File: src/rtl/pc_next_unit.sv
// rtl/pc_next_unit.sv - fetch program counter with prioritised redirects and stall-pending slot
// Optional feature macro: MISALIGN_CHECK_EN (reject misaligned redirect targets instead of aligning them)
module pc_next_unit #(
  parameter int                XLEN         = 32,
  parameter int                NUM_SRC      = 4,
  parameter logic [XLEN-1:0]   RESET_VECTOR = '0,
  parameter int                STEP         = 4
) (
  input  logic                    clk,
  input  logic                    rst_n,
  input  logic                    stall_i,
  input  logic [NUM_SRC-1:0]      redirect_valid_i,
  input  logic [NUM_SRC*XLEN-1:0] redirect_target_i,
  output logic [XLEN-1:0]         pc_o,
  output logic [XLEN-1:0]         pc_plus4_o,
  output logic                    pc_valid_o,
  output logic [NUM_SRC-1:0]      redirect_taken_o,
  output logic                    misalign_o,
  output logic [XLEN-1:0]         misalign_addr_o
);

  localparam int SRC_W = (NUM_SRC > 1) ? $clog2(NUM_SRC) : 1;

  logic [XLEN-1:0]    pc_q;
  logic               pc_valid_q;
  logic [NUM_SRC-1:0] taken_q;

  logic               pending_valid;
  logic [SRC_W-1:0]   pending_src;
  logic [XLEN-1:0]    pending_target;

  logic               live_any;
  logic [SRC_W-1:0]   live_src;
  logic [XLEN-1:0]    live_target;

  logic               cand_any;
  logic [SRC_W-1:0]   cand_src;
  logic [XLEN-1:0]    cand_target;
  logic [XLEN-1:0]    cand_aligned;
  logic [NUM_SRC-1:0] cand_onehot;
  logic [XLEN-1:0]    pc_step;

`ifdef MISALIGN_CHECK_EN
  logic               cand_misaligned;
  logic               misalign_q;
  logic [XLEN-1:0]    misalign_addr_q;
`endif

  // Fixed-priority pick of the live redirect: lowest asserted index wins
  always_comb begin
    live_any = 1'b0;
    live_src = '0;
    for (int k = NUM_SRC - 1; k >= 0; k--) begin
      if (redirect_valid_i[k]) begin
        live_any = 1'b1;
        live_src = SRC_W'(k);
      end
    end
    live_target = redirect_target_i[int'(live_src) * XLEN +: XLEN];
  end

  // Candidate: a live winner of equal or higher priority beats the pending entry
  always_comb begin
    cand_any    = 1'b0;
    cand_src    = '0;
    cand_target = '0;
    if (pending_valid && live_any && (live_src <= pending_src)) begin
      cand_any    = 1'b1;
      cand_src    = live_src;
      cand_target = live_target;
    end else if (pending_valid) begin
      cand_any    = 1'b1;
      cand_src    = pending_src;
      cand_target = pending_target;
    end else if (live_any) begin
      cand_any    = 1'b1;
      cand_src    = live_src;
      cand_target = live_target;
    end
    cand_aligned = cand_target & ~XLEN'(3);
    cand_onehot  = NUM_SRC'(1) << cand_src;
    pc_step      = pc_q + XLEN'(STEP);
`ifdef MISALIGN_CHECK_EN
    cand_misaligned = (cand_target[1:0] != 2'b00);
`endif
  end

  // PC, pending slot and pulse outputs; first edge after reset is a bubble
  always_ff @(posedge clk or negedge rst_n) begin
    if (!rst_n) begin
      pc_q           <= RESET_VECTOR;
      pc_valid_q     <= 1'b0;
      taken_q        <= '0;
      pending_valid  <= 1'b0;
      pending_src    <= '0;
      pending_target <= '0;
`ifdef MISALIGN_CHECK_EN
      misalign_q      <= 1'b0;
      misalign_addr_q <= '0;
`endif
    end else begin
      taken_q <= '0;
`ifdef MISALIGN_CHECK_EN
      misalign_q <= 1'b0;
`endif
      if (!pc_valid_q) begin
        // Bubble: redirects on this edge are dropped, not pended
        pc_valid_q <= 1'b1;
      end else if (stall_i) begin
        // Misalignment is judged at apply time, so pend the raw target
        if (cand_any) begin
          pending_valid  <= 1'b1;
          pending_src    <= cand_src;
          pending_target <= cand_target;
        end
      end else begin
        pending_valid <= 1'b0;
        if (cand_any) begin
`ifdef MISALIGN_CHECK_EN
          if (cand_misaligned) begin
            pc_q            <= pc_step;
            misalign_q      <= 1'b1;
            misalign_addr_q <= cand_target;
          end else begin
            pc_q    <= cand_aligned;
            taken_q <= cand_onehot;
          end
`else
          pc_q    <= cand_aligned;
          taken_q <= cand_onehot;
`endif
        end else begin
          pc_q <= pc_step;
        end
      end
    end
  end

  assign pc_o             = pc_q;
  assign pc_plus4_o       = pc_q + XLEN'(STEP);
  assign pc_valid_o       = pc_valid_q;
  assign redirect_taken_o = taken_q;

`ifdef MISALIGN_CHECK_EN
  assign misalign_o      = misalign_q;
  assign misalign_addr_o = misalign_addr_q;
`else
  assign misalign_o      = 1'b0;
  assign misalign_addr_o = '0;
`endif

endmodule

File: config.mk
export PLATFORM = sky130hd
export DESIGN_NAME = pc_next_unit
export DESIGN_NICKNAME = d
export VERILOG_FILES = /design/src/rtl/pc_next_unit.sv
export SDC_FILE = /design/constraint.sdc
export NUM_CORES = 1
export LEC_CHECK = 0
export CORE_UTILIZATION = 46
export DETAILED_ROUTE_END_ITERATION = 10
export GPL_ROUTABILITY_DRIVEN = 0
export HOLD_SLACK_MARGIN = 0.02
export PLACE_DENSITY_LB_ADDON = 0.3
export SETUP_SLACK_MARGIN = 0.5
export SYNTH_ARGS = -nofsm -noshare
export SYNTH_HDL_FRONTEND = slang
export SYNTH_SLANG_ARGS = --single-unit
File: constraint.sdc
create_clock -name clk -period 4.1 [get_ports clk]
set_clock_uncertainty 0.15 [all_clocks]
set_input_delay 0.615 -clock clk [delete_from_list [all_inputs] [get_ports clk]]
set_output_delay 0.615 -clock clk [all_outputs]
set_load 0.02 [all_outputs]
==> results.ini, run 1 <==
[status]
status=complete, no violations

[critical_path]
worstSetupPathType=reg -> out
crit_path_end=pc_plus4_o[16]
cp_cell_sequence=ha_1 > nand3_2 > nor4_1 > xor2_1 > clkdlybuf4s50_1
cp_slowest_stage_delay_ps=650
cp_max_fo=8
r2r-end=pending_target[2]
start_kind=register
startpoint=pc_o[2]
reg2reg_setup_slack_ps=1420
cp.arrival_ps=2760
worst_ep_required_time_ps=3340
timing.rr.start=pending_valid
rr_worst_depth=6
cp-end-kind=output pin
cpMaxStageDelayCell=nor4_1

[layout]
regArea_um2=1700
drive_gt1_frac=0.0997
final_nets=925
multi_input_area_um2=3160
area_growth_pct=43.9
fillCellCount=881
insertedDiodeCount=0

[worst_hold_path]
holdCritPathClass=in -> async

[yosys]
synth_edf_count=0
synth_xor_area_frac=0.0471
yosysUniqueCellTypes=73
synthMuxAreaShare=0.0454
synth-compound-area-share=0.254
ys.flop_type=dfrtp_1
synth_top_family_by_area=compound AO/OA/AOI/OAI gates
synth-async-reset-ratio=1.00
synth_seq_area_share=0.327
yosys.area_share.adder=0.00721
synth_area_um2=5210
synth-seq-cells=68
yosys_warnings=0
synth_cells=607
synth-simple-area-share=0.218
syn_avg_cell_area_um2=8.58

[drt]
ant_nets=0
totalWireLength_um=17900
drt_iter0_markers=468
via_per_inst=6.27
route.detailed.drc=0
drtPass1Iterations=5
vias=5839
wl_per_cell_um=19.2

[sta]
setup_viol=0
post-route-period-util=0.860
hold_violations=0
worstMarginPinSlew_ps=936
fmax_ghz=0.284
maxSlewHeadroom=0.374
min_period_ps=3520
rsz0062_at_grt=no
drv_slew=0
tns_ps=0

[grt]
antenna_found_initial=0
grt_max_degree=47
grt_pass1_wl_um=27600
grt_use_total=0.304
grt_pass1_vias=5509
grt-ovfl-total=0

[clocking]
clockRootBuffer=clkbuf_16
clkTransAtPathRegs_ps=60
cts_tree=yes
clock_sinks=68
clock_latency_ps=330
ctsHoldBuffers=0
cts_buffers=9
h-tree-depth=3
clock_path_buffers=2

[die]
num_rows=38
core_um2=10900
die_w_um=108
start_util=0.476
ioPinCount=237
die_h_um=108
dieArea_um2=11700

[placed_design]
dpl.hpwl_um=13400
port_buffers=191

[power]
powerDensity_nw_per_um2=416
total_power_mw=3.12
ir_worst_vdd_mv=0.241
leakage_nw=3.05

[run]
drv_cap=0

Yosys cell counts (4+ instances only):
cell | count | area share
dfrtp_1 | 68 | 0.33
nand2_1 | 68 | 0.049
buf_4 | 38 | 0.055
nand3_1 | 37 | 0.036
o21ai_0 | 31 | 0.030
a21oi_1 | 30 | 0.029
clkbuf_1 | 27 | 0.019
nor2_1 | 25 | 0.018
nor3_1 | 19 | 0.018
xnor2_1 | 19 | 0.032
a221oi_1 | 17 | 0.029
or3_1 | 17 | 0.020
buf_2 | 15 | 0.014
o211ai_1 | 12 | 0.017
a221o_1 | 11 | 0.021
and3_1 | 9 | 0.011
mux2i_1 | 9 | 0.017
xor2_1 | 9 | 0.015
nand4_1 | 8 | 0.0096
a311oi_1 | 7 | 0.012
and4_1 | 7 | 0.012
a32o_1 | 6 | 0.012
a21boi_0 | 5 | 0.0072
a32oi_1 | 5 | 0.0084
nor2b_1 | 5 | 0.0060
o21ai_1 | 5 | 0.0048
o221ai_1 | 5 | 0.0084
inv_1 | 4 | 0.0029
mux2_2 | 4 | 0.0087
o221a_2 | 4 | 0.0087
o22ai_1 | 4 | 0.0048
o31ai_1 | 4 | 0.0058
cells in the final DEF, fill, tap and decap left out, types with 5 or more instances in the layout:
cell / synthesis / layout
xor2_1: 9 / 9
a221o_1: 11 / 11
conb_1: 2 / 38
or3_1: 17 / 17
a21boi_0: 5 / 5
buf_4: 38 / 26
clkdlybuf4s50_1: 0 / 188
o211ai_1: 12 / 12
xnor2_1: 19 / 19
nand4_1: 8 / 8
a221oi_1: 17 / 17
clkbuf_16: 0 / 9
and4_1: 7 / 7
a311oi_1: 7 / 7
and3_1: 9 / 9
nor3_1: 19 / 17
dfrtp_1: 68 / 66
o221ai_1: 5 / 5
nand3_1: 37 / 35
o21ai_0: 31 / 31
a21oi_1: 30 / 30
mux2i_1: 9 / 9
a32oi_1: 5 / 5
o21ai_1: 5 / 5
nor2_1: 25 / 25
a32o_1: 6 / 6
nand2_1: 68 / 68
cell type report:
type,instances,share of cell area
Clock buffer,12,0.0329
Clock inverter,4,0.00969
Inverter,7,0.00351
Multi-Input combinational cell,484,0.422
Sequential cell,68,0.227
Tap cell,140,0.0234
Timing Repair Buffer,217,0.281
worst min-delay path by stage:
| stage | end | depth (start not counted) | slack [ps] | startpoint |
|---|---|---|---|---|
| global route | pc_o[20] | 1 | 160 | rst_n |
| detailed placement | pending_target[5] | 2 | 310 | pending_target[5] |
| finish | pc_o[20] | 1 | 120 | rst_n |
| CTS | pc_o[20] | 1 | 130 | rst_n |
| global placement | pending_target[5] | 2 | 310 | pending_target[5] |
| floorplan | pc_o[10] | 0 | 170 | rst_n |
where the power goes:
part,internal [mW],switching (mW),leakage (nW)
clock,0.548,0.284,0.153
sequential,0.827,0.205,0.830
combinational,0.608,0.645,2.07
total,1.98,1.13,3.05
logic make-up (layout without fill, tap and decap cells):
| logic type | after synthesis | in the layout |
|---|---|---|
| AOI/OAI and AO/OA | 178 | 178 |
| xor gates and xnor gates | 28 | 28 |
| adders and majority gates | 3 | 3 |
| buffers and inverters | 91 | 240 |
| DFF | 68 | 68 |
| muxes | 19 | 19 |
| other | 2 | 38 |
| and+or+nand+nor | 218 | 218 |
metal layers:
layer / routed length, um / part of all wire / vias up / GRT usage
met5: 0 / 0 / - / 0
met4: 574 / 0.032 / 0 / 0.130
met3: 1860 / 0.10 / 53 / 0.0621
met2: 8620 / 0.48 / 413 / 0.504
met1: 6870 / 0.38 / 2789 / 0.384
li1: - / - / 2584 / -
registers in the layout (all words and copies together) (netlist names):
register,count
pc_o,30
pending_target,30
redirect_taken_o,4
pending_src,2
pc_valid_o,1
pending_valid,1
worst max-delay path, delay by kind of cell, from the launching register on:
kind / cells / cell delay (ps)
flops: 1 / 450
buf+inv: 1 / 610
xor+xnor: 1 / 190
simple gates: 2 / 890
fa+ha+maj: 1 / 280
timing repair:
| action | in CTS | in global routing |
|---|---|---|
| setup buffers | 0 | 4 |
| pin swaps | 0 | 4 |
| gates resized for setup | 2 | 10 |
| endpoints found under the setup margin | 11 | 45 |
| cloned | 0 | 0 |
through the flow:
stage                util  instances  setup WS, ps  hold WS, ps  area (um^2)
floorplan               -        643           947          169         5340
global placement    0.649        912           222          309         7100
detailed placement  0.649        912           154          314         7100
CTS                 0.679        928           444          135         7430
global route        0.685        932           515          161         7490
finish              0.685        932           575          120         7490
Note: power is estimated with default switching activity, not from simulation.
==> run 2: changes to the inputs <==
- CORE_UTILIZATION: 46 -> 38
==> run 2 against run 1 <==
Compared with the run above:
- count of clock-buffer cells in the layout is 1 lower
- worst hold slack improved by 72 ps
- maximum frequency up 1.9%
- critical path type is now in -> reg
- non-clock buffer count is 1 lower
- clock power shrank 5.9%
- critical endpoint is now pc_o[20]
- final cell count up 3.6%
- via count is 3.0% lower
- die area increased by 21%
==> results.ini, run 2 (same netlist as run 1, synthesis figures left out) <==
[status]
status=complete, no violations  ; unchanged

[drt]
ant_nets=0  ; unchanged
vias=5664  ; was 5,839
totalWireLength_um=18200  ; was 17,900 um
route.detailed.drc=0  ; unchanged
via_per_inst=5.86  ; was 6.27
wl_per_cell_um=18.9  ; was 19.2 um
drtPass1Iterations=6  ; was 5
drt_iter0_markers=633  ; was 468

[critical_path]
cp-end-kind=register  ; was output pin
timing.rr.start=pending_valid  ; unchanged
reg2reg_setup_slack_ps=1570  ; was 1420 ps
r2r-end=pending_target[13]  ; was pending_target[2]
start_kind=input pin  ; was register
worst_ep_required_time_ps=4160  ; was 3340 ps
cp_max_fo=16  ; was 8
worstSetupPathType=in -> reg  ; was reg -> out
cp.arrival_ps=3520  ; was 2760 ps
rr_worst_depth=6  ; unchanged

[die]
dieArea_um2=14200  ; was 11,700 um^2
die_w_um=119  ; was 108 um
num_rows=42  ; was 38
core_um2=13300  ; was 10,900 um^2
ioPinCount=237  ; unchanged
die_h_um=119  ; was 108 um
start_util=0.392  ; was 0.476

[power]
ir_worst_vdd_mv=0.203  ; was 0.241 mV
leakage_nw=3.02  ; was 3.05 nW
p_int_mw=1.93  ; was 1.98 mW
power_frac_clock=0.256  ; was 0.267
powerDensity_nw_per_um2=407  ; was 416 nW/um^2
swShare=0.369  ; was 0.364
p_seq_frac=0.336  ; was 0.331
total_power_mw=3.06  ; was 3.12 mW
p_sw_mw=1.13  ; about the same
p_comb_frac=0.407  ; was 0.402

[sta]
post-route-period-util=0.844  ; was 0.860
setup_viol=0  ; unchanged
worstMarginPinSlew_ps=804  ; was 936 ps
rsz0062_at_grt=no  ; unchanged
hold_violations=0  ; unchanged
maxSlewHeadroom=0.462  ; was 0.374
min_period_ps=3460  ; was 3520 ps
tns_ps=0  ; unchanged
fmax_ghz=0.289  ; was 0.284 GHz
drv_slew=0  ; unchanged

[grt]
grt_max_degree=37  ; was 47
grt_pass1_vias=5288  ; was 5,509
grt-ovfl-total=0  ; unchanged
use_met2=0.410  ; was 0.504
grt_use_total=0.253  ; was 0.304
antenna_found_initial=0  ; unchanged
grt-busiest-layer=met2  ; unchanged
grt_pass1_wl_um=28300  ; was 27,600 um
use_met3=0.0603  ; was 0.0621
grtUsageMet1=0.339  ; was 0.384

[layout]
final_cell_mix=clkdlybuf4s50_1 (190), nand2_1 (68), dfrtp_1 (68)  ; was clkdlybuf4s50_1 (188), nand2_1 (68), dfrtp_1 (66)
finish.instance_area_um2=7510  ; was 7490 um^2
insertedDiodeCount=0  ; unchanged
final-instance-count-excl-fill=966  ; was 932
final_common_cell=clkdlybuf4s50_1  ; unchanged
drive_gt1_frac=0.0987  ; was 0.0997
area_growth_pct=44.2  ; was 43.9%
final_nets=924  ; was 925
finish.utilization=0.565  ; was 0.685
fillCellCount=1150  ; was 881

[clocking]
clock_latency_ps=330  ; about the same
clkTransAtPathRegs_ps=60  ; about the same
clock_path_buffers=2  ; unchanged
ctsHoldBuffers=0  ; unchanged
clockRootBuffer=clkbuf_16  ; unchanged
cts_tree=yes  ; unchanged
h-tree-depth=3  ; unchanged
cts_buffers=9  ; unchanged
clock_sinks=68  ; unchanged

[run]
drv_cap=0  ; unchanged

[worst_hold_path]
holdCritPathClass=in -> async  ; unchanged

[placed_design]
port_buffers=191  ; unchanged
dpl_cell_area_um2=7140  ; was 7100 um^2
dpl.hpwl_um=14000  ; was 13,400 um
place_inst=947  ; was 912

[run 2: cell types whose count changed in the layout (fill, tap and decap cells not counted), sizes merged]
cell / change
clkinv: +2
dlymetal6s2s: -2
bufinv: -1
clkbuf: -1
buf: -1
clkdlybuf4s50: +2
clkinvlp: -1
[run 2: area by class of cell]
cell class | instances | area, um^2 | share of cell area
multi-input combinational | 484 | 3160 | 0.421
timing repair buffer | 216 | 2090 | 0.279
sequential | 68 | 1700 | 0.227
clock buffer | 11 | 253 | 0.0337
tap | 176 | 220 | 0.0293
clock inverter | 4 | 48.8 | 0.00650
inverter | 7 | 26.3 | 0.00350
[run 2: how the worst max path moves through the flow]
| stage | startpoint | to | slack [ps] | depth (start not counted) |
|---|---|---|---|---|
| floorplan | redirect_valid_i[0] | pc_o[8] | 950 | 12 |
| global placement | redirect_valid_i[3] | pc_o[20] | 340 | 11 |
| detailed placement | redirect_valid_i[3] | pc_o[20] | 290 | 11 |
| CTS | pc_o[2] | pc_plus4_o[28] | 430 | 6 |
| global route | pc_o[2] | pc_plus4_o[26] | 520 | 6 |
| finish | redirect_valid_i[3] | pc_o[20] | 640 | 11 |
[run 2: power by group through the flow]
stage / combinational, mW / clock, mW / sequential [mW]
global placement: 1.21 / 0 / 1.02
floorplan: 0.645 / 0 / 1.04
CTS: 1.24 / 0.789 / 1.02
global route: 1.33 / 0.818 / 1.05
finish: 1.24 / 0.784 / 1.03
detailed placement: 1.23 / 0 / 1.03
[run 2: per-layer routing]
layer,part of all wire,up-vias,wire [um]
li1,-,2568,-
met1,0.42,2730,7630
met2,0.47,342,8580
met3,0.098,24,1790
met4,0.012,0,226
met5,0,-,0
[run 2: timing repair]
item,in CTS,in global routing
setup endpoints to repair,6,13
pin swaps,0,2
hold endpoints to repair,0,0
resized for setup,1,7
setup buffers,0,4
[run 2: worst max-delay path, cell delays in order]
cell             delay, ps
clkdlybuf4s50_1        560
or2_1                  410
nand2_4                200
inv_2                   50
ha_1                   280
nor2b_1                200
o211a_2                330
nor2_1                  60
buf_4                  230
a32o_1                 280
a221o_1                310
[run 2: metrics by stage]
stage               hold WS (ps)  setup WS (ps)
detailed placement           316            290
global placement             306            337
finish                       192            640
global route                 256            518
floorplan                    169            947
CTS                          220            432
==> run 3: changes to the inputs <==
- clock period: 4.1 -> 2.8 ns (I/O delays scaled with it)
==> run 3 against run 2 <==
Compared with the run above:
- sequential share of layout area decreased by 4.1 points
- largest cell class unchanged
- die area unchanged
- combinational power increased by 100%
- critical path type is now reg -> out
- non-clock buffer count increased by 140
==> results.ini, run 3 (same netlist as run 1, synthesis figures left out) <==
[power]
p_int_mw=3.23  ; was 1.93 mW
power_frac_clock=0.234  ; was 0.256
powerDensity_nw_per_um2=562  ; was 407 nW/um^2
ir_worst_vdd_mv=0.361  ; was 0.203 mV
leakage_nw=3.98  ; was 3.02 nW
p_seq_frac=0.276  ; was 0.336
p_comb_frac=0.490  ; was 0.407
p_sw_mw=1.93  ; was 1.13 mW
swShare=0.373  ; was 0.369

[layout]
final_nets=1064  ; was 924
insertedDiodeCount=0  ; unchanged
drive_gt1_frac=0.340  ; was 0.0987
area_growth_pct=76.3  ; was 44.2%
final-instance-count-excl-fill=1106  ; was 966
final_common_cell=buf_4  ; was clkdlybuf4s50_1
fillCellCount=1005  ; was 1,150
final_cell_mix=buf_4 (160), clkdlybuf4s50_1 (158), nand2_1 (65)  ; was clkdlybuf4s50_1 (190), nand2_1 (68), dfrtp_1 (68)

[die]
die_h_um=119  ; unchanged
num_rows=42  ; unchanged
core_um2=13300  ; unchanged
dieArea_um2=14200  ; unchanged
start_util=0.392  ; unchanged
die_w_um=119  ; unchanged
ioPinCount=237  ; unchanged

[sta]
maxSlewHeadroom=0.579  ; was 0.462
drv_slew=0  ; unchanged
tns_ps=0  ; unchanged
min_period_ps=2490
hold_violations=0  ; unchanged
setup_viol=0  ; unchanged
fin_hold_ws_ps=306  ; was 192 ps
rsz0062_at_grt=yes  ; was no
post-route-period-util=0.891
fmax_ghz=0.401
worstMarginPinSlew_ps=631  ; was 804 ps

[placed_design]
place_inst=1039  ; was 947
port_buffers=191  ; unchanged
dpl.hpwl_um=15700  ; was 14,000 um

[clocking]
clock_sinks=68  ; unchanged
h-tree-depth=3  ; unchanged
cts_tree=yes  ; unchanged
cts_buffers=9  ; unchanged
clock_latency_ps=330  ; about the same
clockRootBuffer=clkbuf_16  ; unchanged
clock_path_buffers=2  ; unchanged
clkTransAtPathRegs_ps=60  ; about the same

[critical_path]
startpoint=pc_o[6]  ; was redirect_valid_i[3]
worst_ep_required_time_ps=2230  ; was 4160 ps
cp_slowest_stage_delay_ps=410  ; was 560 ps
cp.arrival_ps=1920  ; was 3520 ps
start_kind=register  ; was input pin
cp_cell_sequence=nand4_4 > buf_12 > nor3_4 > nand4_1 > xnor2_2 > buf_4  ; was clkdlybuf4s50_1 > or2_1 > nand2_4 > inv_2 > ha_1 > nor2b_1 > o211a_2 > nor2_1 > buf_4 > a32o_1 > a221o_1
timing.rr.start=pc_o[6]  ; was pending_valid
cp_max_fo=4  ; was 16
crit_family=simple AND/OR/NAND/NOR gates  ; was compound AO/OA/AOI/OAI gates
cpMaxStageDelayCell=dfrtp_1  ; was clkdlybuf4s50_1
cp_num_buf_inv=2  ; was 3
reg2reg_setup_slack_ps=420  ; was 1570 ps
worstSetupPathType=reg -> out  ; was in -> reg
cp-end-kind=output pin  ; was register

[drt]
route.detailed.drc=0  ; unchanged
drtPass1Iterations=5  ; was 6
totalWireLength_um=22100  ; was 18,200 um
ant_nets=0  ; unchanged
drt_iter0_markers=576  ; was 633
via_per_inst=5.89  ; was 5.86
wl_per_cell_um=20.0  ; was 18.9 um
vias=6516  ; was 5,664

[run]
drv_cap=0  ; unchanged

[grt]
grt_pass1_wl_um=32500  ; was 28,300 um
grt_pass1_vias=6184  ; was 5,288
antenna_found_initial=0  ; unchanged
grt_max_degree=35  ; was 37
grt-ovfl-total=0  ; unchanged
grt_use_total=0.293  ; was 0.253

[status]
status=complete, no violations  ; unchanged

[worst_hold_path]
holdCritPathClass=in -> async  ; unchanged

[run 3: path summary, 6_finish.rpt]
check / to / cells past startpoint
min in group clk: pending_target[20] / 2
hold / removal: pc_o[7] / 2
max in group asynchronous: pc_o[2] / 3
hold reg to reg: pending_target[20] / 2
setup / recovery: pc_plus4_o[22] / 6
setup reg to reg: pc_o[22] / 9
[run 3: power by group through the flow]
stage                     registers, mW  logic [mW]  clock network [mW]
after floorplan                    1.55        1.02                   0
after global placement             1.39        2.19                   0
after detailed placement           1.40        2.24                   0
after CTS                          1.40        2.32                1.21
after global routing               1.44        2.66                1.26
final                              1.42        2.53                1.21
[run 3: cell type report]
type / instances / area (um^2) / share of cell area
clock buffers: 9 / 225 / 0.0245
clock inverters: 6 / 88.8 / 0.00968
inverters: 7 / 33.8 / 0.00368
multi-input cells: 484 / 3700 / 0.403
flip-flops and latches: 68 / 1710 / 0.186
well taps: 176 / 220 / 0.0240
repair buffers: 356 / 3200 / 0.349
[run 3: per-stage QoR]
step	cell area (um^2)	setup WS, ps	utilization	power, mW
finish	9180	306	0.690	5.16
global route	9180	206	0.690	5.36
CTS	8780	313	0.660	4.94
detailed placement	8020	-432	0.603	3.64
global placement	8020	-372	0.603	3.58
floorplan	5590	108	-	2.57
[run 3: what timing repair did]
item                                    in CTS  in global routing
endpoints found under the setup margin      95                 62
resized for setup                          204                 59
buffers inserted                            31                 19
pin swaps                                   35                 37
hold endpoints to repair                     5                  0
cloned                                       0                  1
hold buffers                                 1                  0
[run 3: metal layers]
metal | GRT usage | wire length, um
met1 | 0.371 | 8340
met3 | 0.0522 | 1940
met5 | 0 | 0
met4 | 0.0981 | 661
met2 | 0.501 | 11100
